## src/rtl/ctrl_pkg.sv

```systemverilog
// Shared encodings for the multicycle controller: opcodes, functs, FSM states,
// ALU operations, datapath mux selects and the decoded instruction class.
package ctrl_pkg;

  localparam logic [5:0] OP_RTYPE = 6'h00;
  localparam logic [5:0] OP_J     = 6'h02;
  localparam logic [5:0] OP_JAL   = 6'h03;
  localparam logic [5:0] OP_BEQ   = 6'h04;
  localparam logic [5:0] OP_BNE   = 6'h05;
  localparam logic [5:0] OP_ADDI  = 6'h08;
  localparam logic [5:0] OP_XORI  = 6'h0E;
  localparam logic [5:0] OP_LW    = 6'h23;
  localparam logic [5:0] OP_SW    = 6'h2B;

  localparam logic [5:0] FN_JR  = 6'h08;
  localparam logic [5:0] FN_ADD = 6'h20;
  localparam logic [5:0] FN_SUB = 6'h22;
  localparam logic [5:0] FN_SLT = 6'h2A;

  localparam logic [2:0] ST_FETCH  = 3'd0;
  localparam logic [2:0] ST_DECODE = 3'd1;
  localparam logic [2:0] ST_EXEC   = 3'd2;
  localparam logic [2:0] ST_MEM    = 3'd3;
  localparam logic [2:0] ST_WB     = 3'd4;
  localparam logic [2:0] ST_TRAP   = 3'd5;

  localparam logic [2:0] ALU_ADD = 3'd0;
  localparam logic [2:0] ALU_SUB = 3'd1;
  localparam logic [2:0] ALU_XOR = 3'd2;
  localparam logic [2:0] ALU_SLT = 3'd3;

  localparam logic [1:0] DST_RT = 2'd0;
  localparam logic [1:0] DST_RD = 2'd1;
  localparam logic [1:0] DST_RA = 2'd2;

  localparam logic [1:0] WSRC_ALUOUT = 2'd0;
  localparam logic [1:0] WSRC_MDR    = 2'd1;
  localparam logic [1:0] WSRC_PC     = 2'd2;

  localparam logic [1:0] SRCA_PC = 2'd0;
  localparam logic [1:0] SRCA_A  = 2'd1;

  localparam logic [1:0] SRCB_B    = 2'd0;
  localparam logic [1:0] SRCB_FOUR = 2'd1;
  localparam logic [1:0] SRCB_IMM  = 2'd2;
  localparam logic [1:0] SRCB_BOFF = 2'd3;

  localparam logic [1:0] PCSRC_ALU    = 2'd0;
  localparam logic [1:0] PCSRC_ALUOUT = 2'd1;
  localparam logic [1:0] PCSRC_JUMP   = 2'd2;
  localparam logic [1:0] PCSRC_REG    = 2'd3;

  typedef enum logic [3:0] {
    CLS_NOP,
    CLS_RALU,
    CLS_JR,
    CLS_LW,
    CLS_SW,
    CLS_ADDI,
    CLS_XORI,
    CLS_BEQ,
    CLS_BNE,
    CLS_J,
    CLS_JAL
  } instr_class_t;

  function automatic logic [5:0] opcode_of(input logic [31:0] word);
    return word[31:26];
  endfunction

  function automatic logic [5:0] funct_of(input logic [31:0] word);
    return word[5:0];
  endfunction

endpackage

```

## src/rtl/ctrl_decode.sv

```systemverilog
// Combinational instruction classifier: maps the IR word to an instruction
// class and, for R-type arithmetic, the ALU operation taken from funct.
module ctrl_decode
  import ctrl_pkg::*;
#(
  parameter int ALUOP_W = 3
) (
  input  logic [31:0]        instr,
  output instr_class_t       cls,
  output logic [ALUOP_W-1:0] rtype_op
);

  logic [5:0] opcode;
  logic [5:0] funct;
  logic       unused_fields;

  assign opcode        = opcode_of(instr);
  assign funct         = funct_of(instr);
  assign unused_fields = ^instr[25:6];

  // Anything not listed falls through as CLS_NOP so the FSM can skip or trap it.
  always_comb begin
    cls      = CLS_NOP;
    rtype_op = '0;
    case (opcode)
      OP_RTYPE: begin
        case (funct)
          FN_ADD: begin
            cls      = CLS_RALU;
            rtype_op = ALUOP_W'(ALU_ADD);
          end
          FN_SUB: begin
            cls      = CLS_RALU;
            rtype_op = ALUOP_W'(ALU_SUB);
          end
          FN_SLT: begin
            cls      = CLS_RALU;
            rtype_op = ALUOP_W'(ALU_SLT);
          end
          FN_JR:   cls = CLS_JR;
          default: cls = CLS_NOP;
        endcase
      end
      OP_J:    cls = CLS_J;
      OP_JAL:  cls = CLS_JAL;
      OP_BEQ:  cls = CLS_BEQ;
      OP_BNE:  cls = CLS_BNE;
      OP_ADDI: cls = CLS_ADDI;
      OP_XORI: cls = CLS_XORI;
      OP_LW:   cls = CLS_LW;
      OP_SW:   cls = CLS_SW;
      default: cls = CLS_NOP;
    endcase
  end

endmodule

```

## src/rtl/multicycle_ctrl.sv

```systemverilog
// Multicycle MIPS-subset control FSM. Define MULTICYCLE_CTRL_TRAP_EN to send
// unsupported instructions to a sticky TRAP state and expose the trap port.
module multicycle_ctrl
  import ctrl_pkg::*;
#(
  parameter int ALUOP_W = 3,
  parameter int WAIT_W  = 4
) (
  input  logic               clk,
  input  logic               rst_n,
  input  logic [31:0]        instr,
  input  logic               mem_ready,
  input  logic               alu_zero,
  output logic [2:0]         state,
  output logic               pc_we,
  output logic               ir_we,
  output logic               a_we,
  output logic               b_we,
  output logic               reg_we,
  output logic               mem_re,
  output logic               mem_we,
  output logic               iord,
  output logic [1:0]         reg_dst,
  output logic [1:0]         reg_src,
  output logic [1:0]         alu_src_a,
  output logic [1:0]         alu_src_b,
  output logic               imm_zext,
  output logic [ALUOP_W-1:0] alu_op,
  output logic [1:0]         pc_src,
  output logic [WAIT_W-1:0]  wait_cnt
`ifdef MULTICYCLE_CTRL_TRAP_EN
  ,
  output logic               trap
`endif
);

  localparam logic [WAIT_W-1:0] WAIT_MAX = '1;

  instr_class_t       cls;
  logic [ALUOP_W-1:0] rtype_op;
  logic [2:0]         next_state;
  logic               mem_stall;

  ctrl_decode #(
    .ALUOP_W (ALUOP_W)
  ) u_decode (
    .instr    (instr),
    .cls      (cls),
    .rtype_op (rtype_op)
  );

  assign mem_stall = ((state == ST_FETCH) || (state == ST_MEM)) && !mem_ready;

  always_ff @(posedge clk or negedge rst_n) begin
    if (!rst_n) begin
      state    <= ST_FETCH;
      wait_cnt <= '0;
    end else begin
      state <= next_state;
      if (next_state != state)
        wait_cnt <= '0;
      else if (mem_stall && (wait_cnt != WAIT_MAX))
        wait_cnt <= wait_cnt + 1'b1;
    end
  end

  // Outputs are gated by rst_n so an abort drops every strobe without waiting
  // for a clock edge.
  always_comb begin
    next_state = state;
    pc_we      = 1'b0;
    ir_we      = 1'b0;
    a_we       = 1'b0;
    b_we       = 1'b0;
    reg_we     = 1'b0;
    mem_re     = 1'b0;
    mem_we     = 1'b0;
    iord       = 1'b0;
    reg_dst    = DST_RT;
    reg_src    = WSRC_ALUOUT;
    alu_src_a  = SRCA_PC;
    alu_src_b  = SRCB_B;
    imm_zext   = 1'b0;
    alu_op     = ALUOP_W'(ALU_ADD);
    pc_src     = PCSRC_ALU;
`ifdef MULTICYCLE_CTRL_TRAP_EN
    trap       = 1'b0;
`endif
    if (!rst_n) begin
      next_state = ST_FETCH;
    end else begin
      case (state)
        ST_FETCH: begin
          mem_re = 1'b1;
          if (mem_ready) begin
            ir_we      = 1'b1;
            pc_we      = 1'b1;
            alu_src_b  = SRCB_FOUR;
            next_state = ST_DECODE;
          end
        end

        ST_DECODE: begin
          a_we      = 1'b1;
          b_we      = 1'b1;
          alu_src_b = SRCB_BOFF;
          case (cls)
            CLS_J: begin
              pc_we      = 1'b1;
              pc_src     = PCSRC_JUMP;
              next_state = ST_FETCH;
            end
            CLS_JAL: next_state = ST_WB;
            CLS_NOP: begin
`ifdef MULTICYCLE_CTRL_TRAP_EN
              next_state = ST_TRAP;
`else
              next_state = ST_FETCH;
`endif
            end
            default: next_state = ST_EXEC;
          endcase
        end

        ST_EXEC: begin
          alu_src_a  = SRCA_A;
          next_state = ST_FETCH;
          case (cls)
            CLS_LW, CLS_SW: begin
              alu_src_b  = SRCB_IMM;
              next_state = ST_MEM;
            end
            CLS_RALU: begin
              alu_op     = rtype_op;
              next_state = ST_WB;
            end
            CLS_ADDI: begin
              alu_src_b  = SRCB_IMM;
              next_state = ST_WB;
            end
            CLS_XORI: begin
              alu_src_b  = SRCB_IMM;
              imm_zext   = 1'b1;
              alu_op     = ALUOP_W'(ALU_XOR);
              next_state = ST_WB;
            end
            CLS_BEQ, CLS_BNE: begin
              alu_op = ALUOP_W'(ALU_SUB);
              pc_we  = (cls == CLS_BEQ) ? alu_zero : !alu_zero;
              pc_src = PCSRC_ALUOUT;
            end
            CLS_JR: begin
              pc_we  = 1'b1;
              pc_src = PCSRC_REG;
            end
            default: next_state = ST_FETCH;
          endcase
        end

        ST_MEM: begin
          iord   = 1'b1;
          mem_re = (cls == CLS_LW);
          mem_we = (cls == CLS_SW);
          if (mem_ready)
            next_state = (cls == CLS_LW) ? ST_WB : ST_FETCH;
        end

        ST_WB: begin
          reg_we     = 1'b1;
          next_state = ST_FETCH;
          case (cls)
            CLS_RALU: reg_dst = DST_RD;
            CLS_LW:   reg_src = WSRC_MDR;
            CLS_JAL: begin
              reg_dst = DST_RA;
              reg_src = WSRC_PC;
              pc_we   = 1'b1;
              pc_src  = PCSRC_JUMP;
            end
            default: reg_dst = DST_RT;
          endcase
        end

`ifdef MULTICYCLE_CTRL_TRAP_EN
        ST_TRAP: begin
          trap       = 1'b1;
          next_state = ST_TRAP;
        end
`endif

        default: next_state = ST_FETCH;
      endcase
    end
  end

endmodule

```

## config.mk

```make
export PLATFORM = sky130hd
export DESIGN_NAME = multicycle_ctrl
export DESIGN_NICKNAME = d
export VERILOG_FILES = /design/src/rtl/ctrl_pkg.sv /design/src/rtl/ctrl_decode.sv /design/src/rtl/multicycle_ctrl.sv
export SDC_FILE = /design/constraint.sdc
export NUM_CORES = 1
export LEC_CHECK = 0
export BUFFER_PORTS_ARGS = -buffer_cell sky130_fd_sc_hd__buf_4
export CAP_MARGIN = 40
export CORE_MARGIN = 2
export CORE_UTILIZATION = 30
export CTS_CLUSTER_SIZE = 14
export DETAILED_ROUTE_END_ITERATION = 6
export GPL_TIMING_DRIVEN = 0
export HOLD_SLACK_MARGIN = 0.06
export PLACE_DENSITY = 0.69
export SYNTH_ARGS = -nofsm -noshare
export SYNTH_HDL_FRONTEND = slang
export SYNTH_SLANG_ARGS = --single-unit
```

## constraint.sdc

```tcl
create_clock -name clk -period 2.5 [get_ports clk]
set_input_delay 0.125 -clock clk [delete_from_list [all_inputs] [get_ports clk]]
set_output_delay 0.125 -clock clk [all_outputs]
set_load 0.01 [all_outputs]
```

==> out/metrics.csv, run 1 <==
stage;metric;value;unit
placed_design;hpwlAfterDp;2.16;mm
worst_setup_path;required;2380;ps
final_layout;num_antenna_cells;0;
synthesis;yosys_most_used_dff;dfrtp_1;
worst_setup_path;worstSetupStartpointType;flip-flop;
timing;period_minus_slack;2010;ps
clock_tree;clock_sinks;7;
synthesis;seq_area_frac_synth;17.8;%
clock_tree;cts_resized;0;
clock_tree;clkTransAtPathRegs;50;ps
drt;ant_nets;0;
drt;wire_per_inst;12.4;um
synthesis;synthArstFlopShare;100;%
final_layout;utilization;44.3;%
power;peakVddDrop;0.171;mV
timing;report.final.setup_viol;0;
drt;dr.pass1.iters;4;
synthesis;ys_warn_count;0;
timing;rsz0062_at_grt;no;
power;p_per_area;277;nW/um^2
clock_tree;cts-root-buf;clkbuf_4;
power;p_comb_share;38.6;%
drt;viasPerCell;5.06;
global_routing;grt_use_total;15.4;%
synthesis;ys_ff_latch;7;
drt;drcViolationCount;0;
clock_tree;ctsHtreeMaxLevel;1;
clock_tree;cts_tree;built;
floorplan;die_h;61.3;um
power;switching_share;33.6;%
worst_setup_path;worst_ep_arrival_time;1880;ps
synthesis;synthCells;135;
drt;drtIter0Drc;58;
synthesis;syn_avg_cell_area;7.29;um^2
clock_tree;numCtsBuffers;3;
power;power.internal;0.251;mW
drt;wirelength;2.78;mm
drt;vias;1128;
worst_setup_path;path_max_fanout;10;
worst_setup_path;endpoint_kind;output pin;
floorplan;die-area;3760;um^2
worst_setup_path;critPathKind;reg -> out;
floorplan;core-area;3080;um^2
timing;finalSetupTns;0;ps
global_routing;grt_pass1_wl;4.36;mm
timing;clock.fmax;498;MHz
timing;hold_violations;0;
timing;final.setup_skew;0.393;ps
timing;finalMaxSlewViolations;0;
final_layout;nets;217;
floorplan;start_util;32.0;%
placed_design;io_buffers;38;
min_path;hold_path_class;in -> reg;
global_routing;grt_overflow_total;0;
floorplan;io_pins;65;
power;clock_power_share;27.9;%
timing;min_period_over_period;80.3;%
global_routing;grt_max_degree;16;
final_layout;drive_gt1_share;34.1;%
floorplan;rows;20;
placed_design;place_congestion;0.840;
clock_tree;insertion_delay;250;ps
global_routing;grt_pass1_vias;956;
power;sequentialPowerShare;33.6;%
synthesis;synth_edf_count;0;
synthesis;synth_cell_types;49;
outcome;status;finished clean;
run;max_cap_viol_count;0;
power;p_switching;0.127;mW
global_routing;antenna_found_initial;0;
clock_tree;clockBufferDepth;2;
final_layout;area_growth;38.6;%
power;p_leak;0.605;nW
floorplan;die_w;61.3;um
synthesis;synth_area;985;um^2
## critical path, cell delays in order, from the launching register on
cell,delay (ps)
dfrtp_1,390
clkbuf_1,210
or3b_2,530
nor2_1,240
buf_4,160
buf_4,100
## per-stage QoR
stage          hold WS (ps)  power [mW]  worst slack [ps]  instances  cell area, um^2
5_1_grt                 154       0.408               335        223             1370
4_1_cts                 152       0.384               463        223             1370
6_report                150       0.377               492        223             1370
3_3_place_gp          -28.9       0.273               755        218             1330
2_1_floorplan          -171       0.217               784        136              988
3_5_place_dp          -25.8       0.274               754        218             1330
## layout by cell type, fill, tap and decap left out, drive strengths merged, types with 2 or more instances in the layout
| master | instances |
|---|---|
| nor3b | 2 |
| xnor2 | 3 |
| or4 | 3 |
| conb | 2 |
| or3b | 2 |
| xor2 | 2 |
| nor3 | 6 |
| a21oi | 11 |
| nor2b | 3 |
| o211ai | 2 |
| nand3 | 7 |
| dfrtp | 7 |
| inv | 5 |
| a31oi | 2 |
| nand4 | 2 |
| and3 | 2 |
| nand2 | 6 |
| nor2 | 19 |
| o21ai | 5 |
| or3 | 2 |
| nand2b | 5 |
| nor4 | 7 |
| clkbuf | 7 |
| buf | 48 |
## flip-flops by register name (all words and copies together), names as in the netlist
name,flops
state,3
wait_cnt,4
## synthesized netlist by cell type, types with 2 or more instances
master,n,area (um^2)
nor2_1,19,71.3
a21oi_1,11,55.1
dfrtp_1,7,175
nand3_1,7,35.0
buf_4,6,45.0
nand2_1,6,22.5
nor4_1,6,37.5
inv_1,5,18.8
nand2b_1,5,31.3
buf_6,4,45.0
nor3_1,4,20.0
o21ai_0,4,20.0
clkbuf_1,3,11.3
nor2b_1,3,18.8
xnor2_1,3,26.3
a31oi_1,2,12.5
and3_1,2,12.5
nand4_1,2,12.5
nor3b_1,2,15.0
or3_1,2,12.5
or3b_2,2,17.5
or4_4,2,22.5
xor2_1,2,17.5
## kinds of logic after synthesis
| logic type | share of synthesized area (%) |
|---|---|
| AO/OA/AOI/OAI | 20.0 |
| multiplexers | 1.02 |
| other | 0.381 |
| adder cells (fa/ha/maj) | 1.27 |
| buffers and inverters | 12.2 |
| flip-flops | 17.8 |
| AND/OR/NAND/NOR | 42.9 |
| XOR/XNOR | 4.45 |
## worst paths after layout
| check | end | slack, ps | depth (start not counted) | from |
|---|---|---|---|---|
| min in group asynchronous | wait_cnt[3] | 250 | 2 | rst_n |
| max in group asynchronous | wait_cnt[2] | 2090 | 2 | rst_n |
| min | state[0] | 150 | 2 | mem_ready |
| max reg2reg | state[1] | 780 | 5 | state[2] |
| max | b_we | 490 | 5 | state[2] |
| min reg2reg | wait_cnt[1] | 580 | 2 | wait_cnt[1] |
## metal layers
layer,track usage [%],up-vias,share of wire (%)
li1,-,578,-
met3,3.15,0,6.5
met4,1.86,0,0
met1,22.4,514,46
met2,24.0,36,47
met5,0,-,0
## area by class of cell
cell class | instances | area [um^2]
Fill cell | 344 | 1710
Clock buffer | 4 | 26.3
Sequential cell | 7 | 175
Inverter | 5 | 18.8
Buffer | 13 | 101
Multi-Input combinational cell | 111 | 693
Timing Repair Buffer | 39 | 295
Tap cell | 44 | 55.1
## power by group through the flow
stage | logic [mW] | registers [mW] | clock network, mW
floorplan | 0.0854 | 0.131 | 0
global placement | 0.144 | 0.129 | 0
detailed placement | 0.145 | 0.129 | 0
CTS | 0.147 | 0.127 | 0.111
global route | 0.161 | 0.128 | 0.119
finish | 0.146 | 0.127 | 0.105
## what timing repair did
item / 4_1_cts / 5_1_grt
endpoints found under the hold margin: 7 / 0
setup buffers: 0 / 0
hold buffers: 1 / 0
(Power assumes the default switching activity.)
==> run 2, diff against run 1 <==
Settings changed: PLACE_DENSITY 0.69 to 0.71.
Clock period 2.5 ns to 1.7 ns, I/O delays scaled along.
==> out/metrics.csv, run 2 (synthesis gave the netlist of run 1 again) <==
stage;metric;value;unit
timing;rsz0062_at_grt;yes;
final_layout;layout_commonest_cell;buf_4;
floorplan;die_w;61.3;um
placed_design;dpl_cell_area;1330;um^2
placed_design;dp.cells;218;
drt;drtIter0Drc;25;
clock_tree;numCtsBuffers;3;
timing;finalMaxSlewViolations;0;
power;clock_power_share;26.6;%
floorplan;core-area;3080;um^2
power;power.total;0.570;mW
global_routing;antenna_found_initial;0;
worst_setup_path;path_max_fanout;7;
global_routing;grt_overflow_total;0;
clock_tree;insertion_delay;250;ps
final_layout;drive_gt1_share;42.8;%
final_layout;num_antenna_cells;0;
worst_setup_path;worst_ep_arrival_time;1580;ps
placed_design;place_congestion;0.877;
timing;report.final.setup_viol;0;
drt;vias;1166;
worst_setup_path;crit_chain;buf_6, nor2_4, nand3_2, nor3_1, buf_4;
final_layout;instances_no_fill;224;
final_layout;nets;218;
placed_design;hpwlAfterDp;2.16;mm
final_layout;final_area;1460;um^2
floorplan;die-area;3760;um^2
min_path;hold_path_class;in -> reg;
clock_tree;clock_sinks;7;
outcome;status;finished clean;
clock_tree;clockBufferDepth;2;
power;sequentialPowerShare;32.8;%
timing;clock.fmax;602;MHz
global_routing;grt_max_degree;13;
timing;setup_ws;37.6;ps
drt;wirelength;2.95;mm
global_routing;grt_use_total;15.3;%
worst_setup_path;endpoint_kind;output pin;
final_layout;final_cell_mix;46 x buf_4, 17 x nor2_1, 11 x a21oi_1, 6 x nand2_1;
power;p_per_area;391;nW/um^2
floorplan;rows;20;
clock_tree;cts_tree;built;
final_layout;largestRegisters;wait_cnt: 4 flops, state: 3 flops;
timing;finalSetupTns;0;ps
final_layout;largest_reg_flops;4;
timing;period_minus_slack;1660;ps
clock_tree;cts-root-buf;clkbuf_4;
drt;ant_nets;0;
power;power.internal;0.376;mW
run;max_cap_viol_count;0;
power;p_comb_share;40.7;%
drt;dr.pass1.iters;4;
timing;final.setup_skew;0.627;ps
power;peakVddDrop;0.224;mV
floorplan;die_h;61.3;um
timing;hold_violations;0;
worst_setup_path;max_stage_delay;430;ps
floorplan;io_pins;65;
power;p_leak;0.631;nW
clock_tree;clkTransAtPathRegs;50;ps
drt;drcViolationCount;0;
drt;viasPerCell;5.21;
global_routing;grt_pass1_wl;4.35;mm
global_routing;grt_pass1_vias;945;
worst_setup_path;required;1620;ps
floorplan;start_util;32.0;%
power;switching_share;34.1;%
final_layout;area_growth;48.3;%
worst_setup_path;cpMaxStageDelayCell;dfrtp_2;
final_layout;fillers;329;
worst_setup_path;worstSetupStartpointType;flip-flop;
worst_setup_path;critPathKind;reg -> out;
placed_design;dp_slack;31.8;ps
placed_design;io_buffers;38;
drt;wire_per_inst;13.2;um
power;p_switching;0.194;mW
timing;min_period_over_period;97.8;%
final_layout;regMostFlops;wait_cnt;
clock_tree;ctsHtreeMaxLevel;1;
## run 2: area by class of cell
class,instances,area [um^2],share of cell area [%]
Tap cell,44,55.1,3.77
Inverter,5,18.8,1.29
Multi-Input combinational cell,111,774,53.0
Buffer,11,90.1,6.17
Timing Repair Buffer,42,318,21.8
Clock buffer,4,26.3,1.80
Sequential cell,7,178,12.2
## run 2: routing by layer
layer | share of wire [%] | global-route usage (%) | up-vias
met2 | 49 | 23.7 | 36
met3 | 4.9 | 3.15 | 0
met4 | 0 | 0.932 | 0
met1 | 46 | 22.9 | 543
met5 | 0 | 0 | -
li1 | - | - | 587
## run 2: path summary, 6_finish.rpt
path / endpoint / slack (ps) / from / depth (start not counted)
min in group asynchronous: wait_cnt[2] / 340 / rst_n / 2
worst min-delay path: state[0] / 120 / mem_ready / 2
worst min register to register: wait_cnt[1] / 600 / wait_cnt[1] / 2
max in group asynchronous: state[1] / 1090 / rst_n / 2
worst max register to register: state[1] / 140 / state[1] / 6
worst max-delay path: reg_src[1] / 40 / state[1] / 5
## run 2: worst max-delay path: cells and delay by family, from the launching register on
kind / cells / cell delay, ps
buffers and inverters: 2 / 320
flip-flops: 1 / 430
AND/OR/NAND/NOR: 3 / 580
## run 2: power groups by stage
stage	Sequential [mW]	Clock, mW	Combinational (mW)
after floorplan	0.193	0	0.126
after global placement	0.189	0	0.212
after detailed placement	0.189	0	0.213
after CTS	0.187	0.156	0.219
after global routing	0.188	0.169	0.251
final	0.187	0.151	0.232
## run 2: stage by stage
stage	utilization [%]	hold slack [ps]
3_5_place_dp	43.3	-69.3
5_1_grt	47.4	104
2_1_floorplan	-	-211
3_3_place_gp	43.3	-68.8
6_report	47.4	117
4_1_cts	45.0	103
## run 2: repair_timing
action / 4_1_cts / 5_1_grt
hold buffers: 1 / 0
pin swaps: 2 / 7
gates resized for setup: 5 / 13
endpoints found under the hold margin: 7 / 0
setup buffers: 0 / 3
endpoints found under the setup margin: 10 / 12
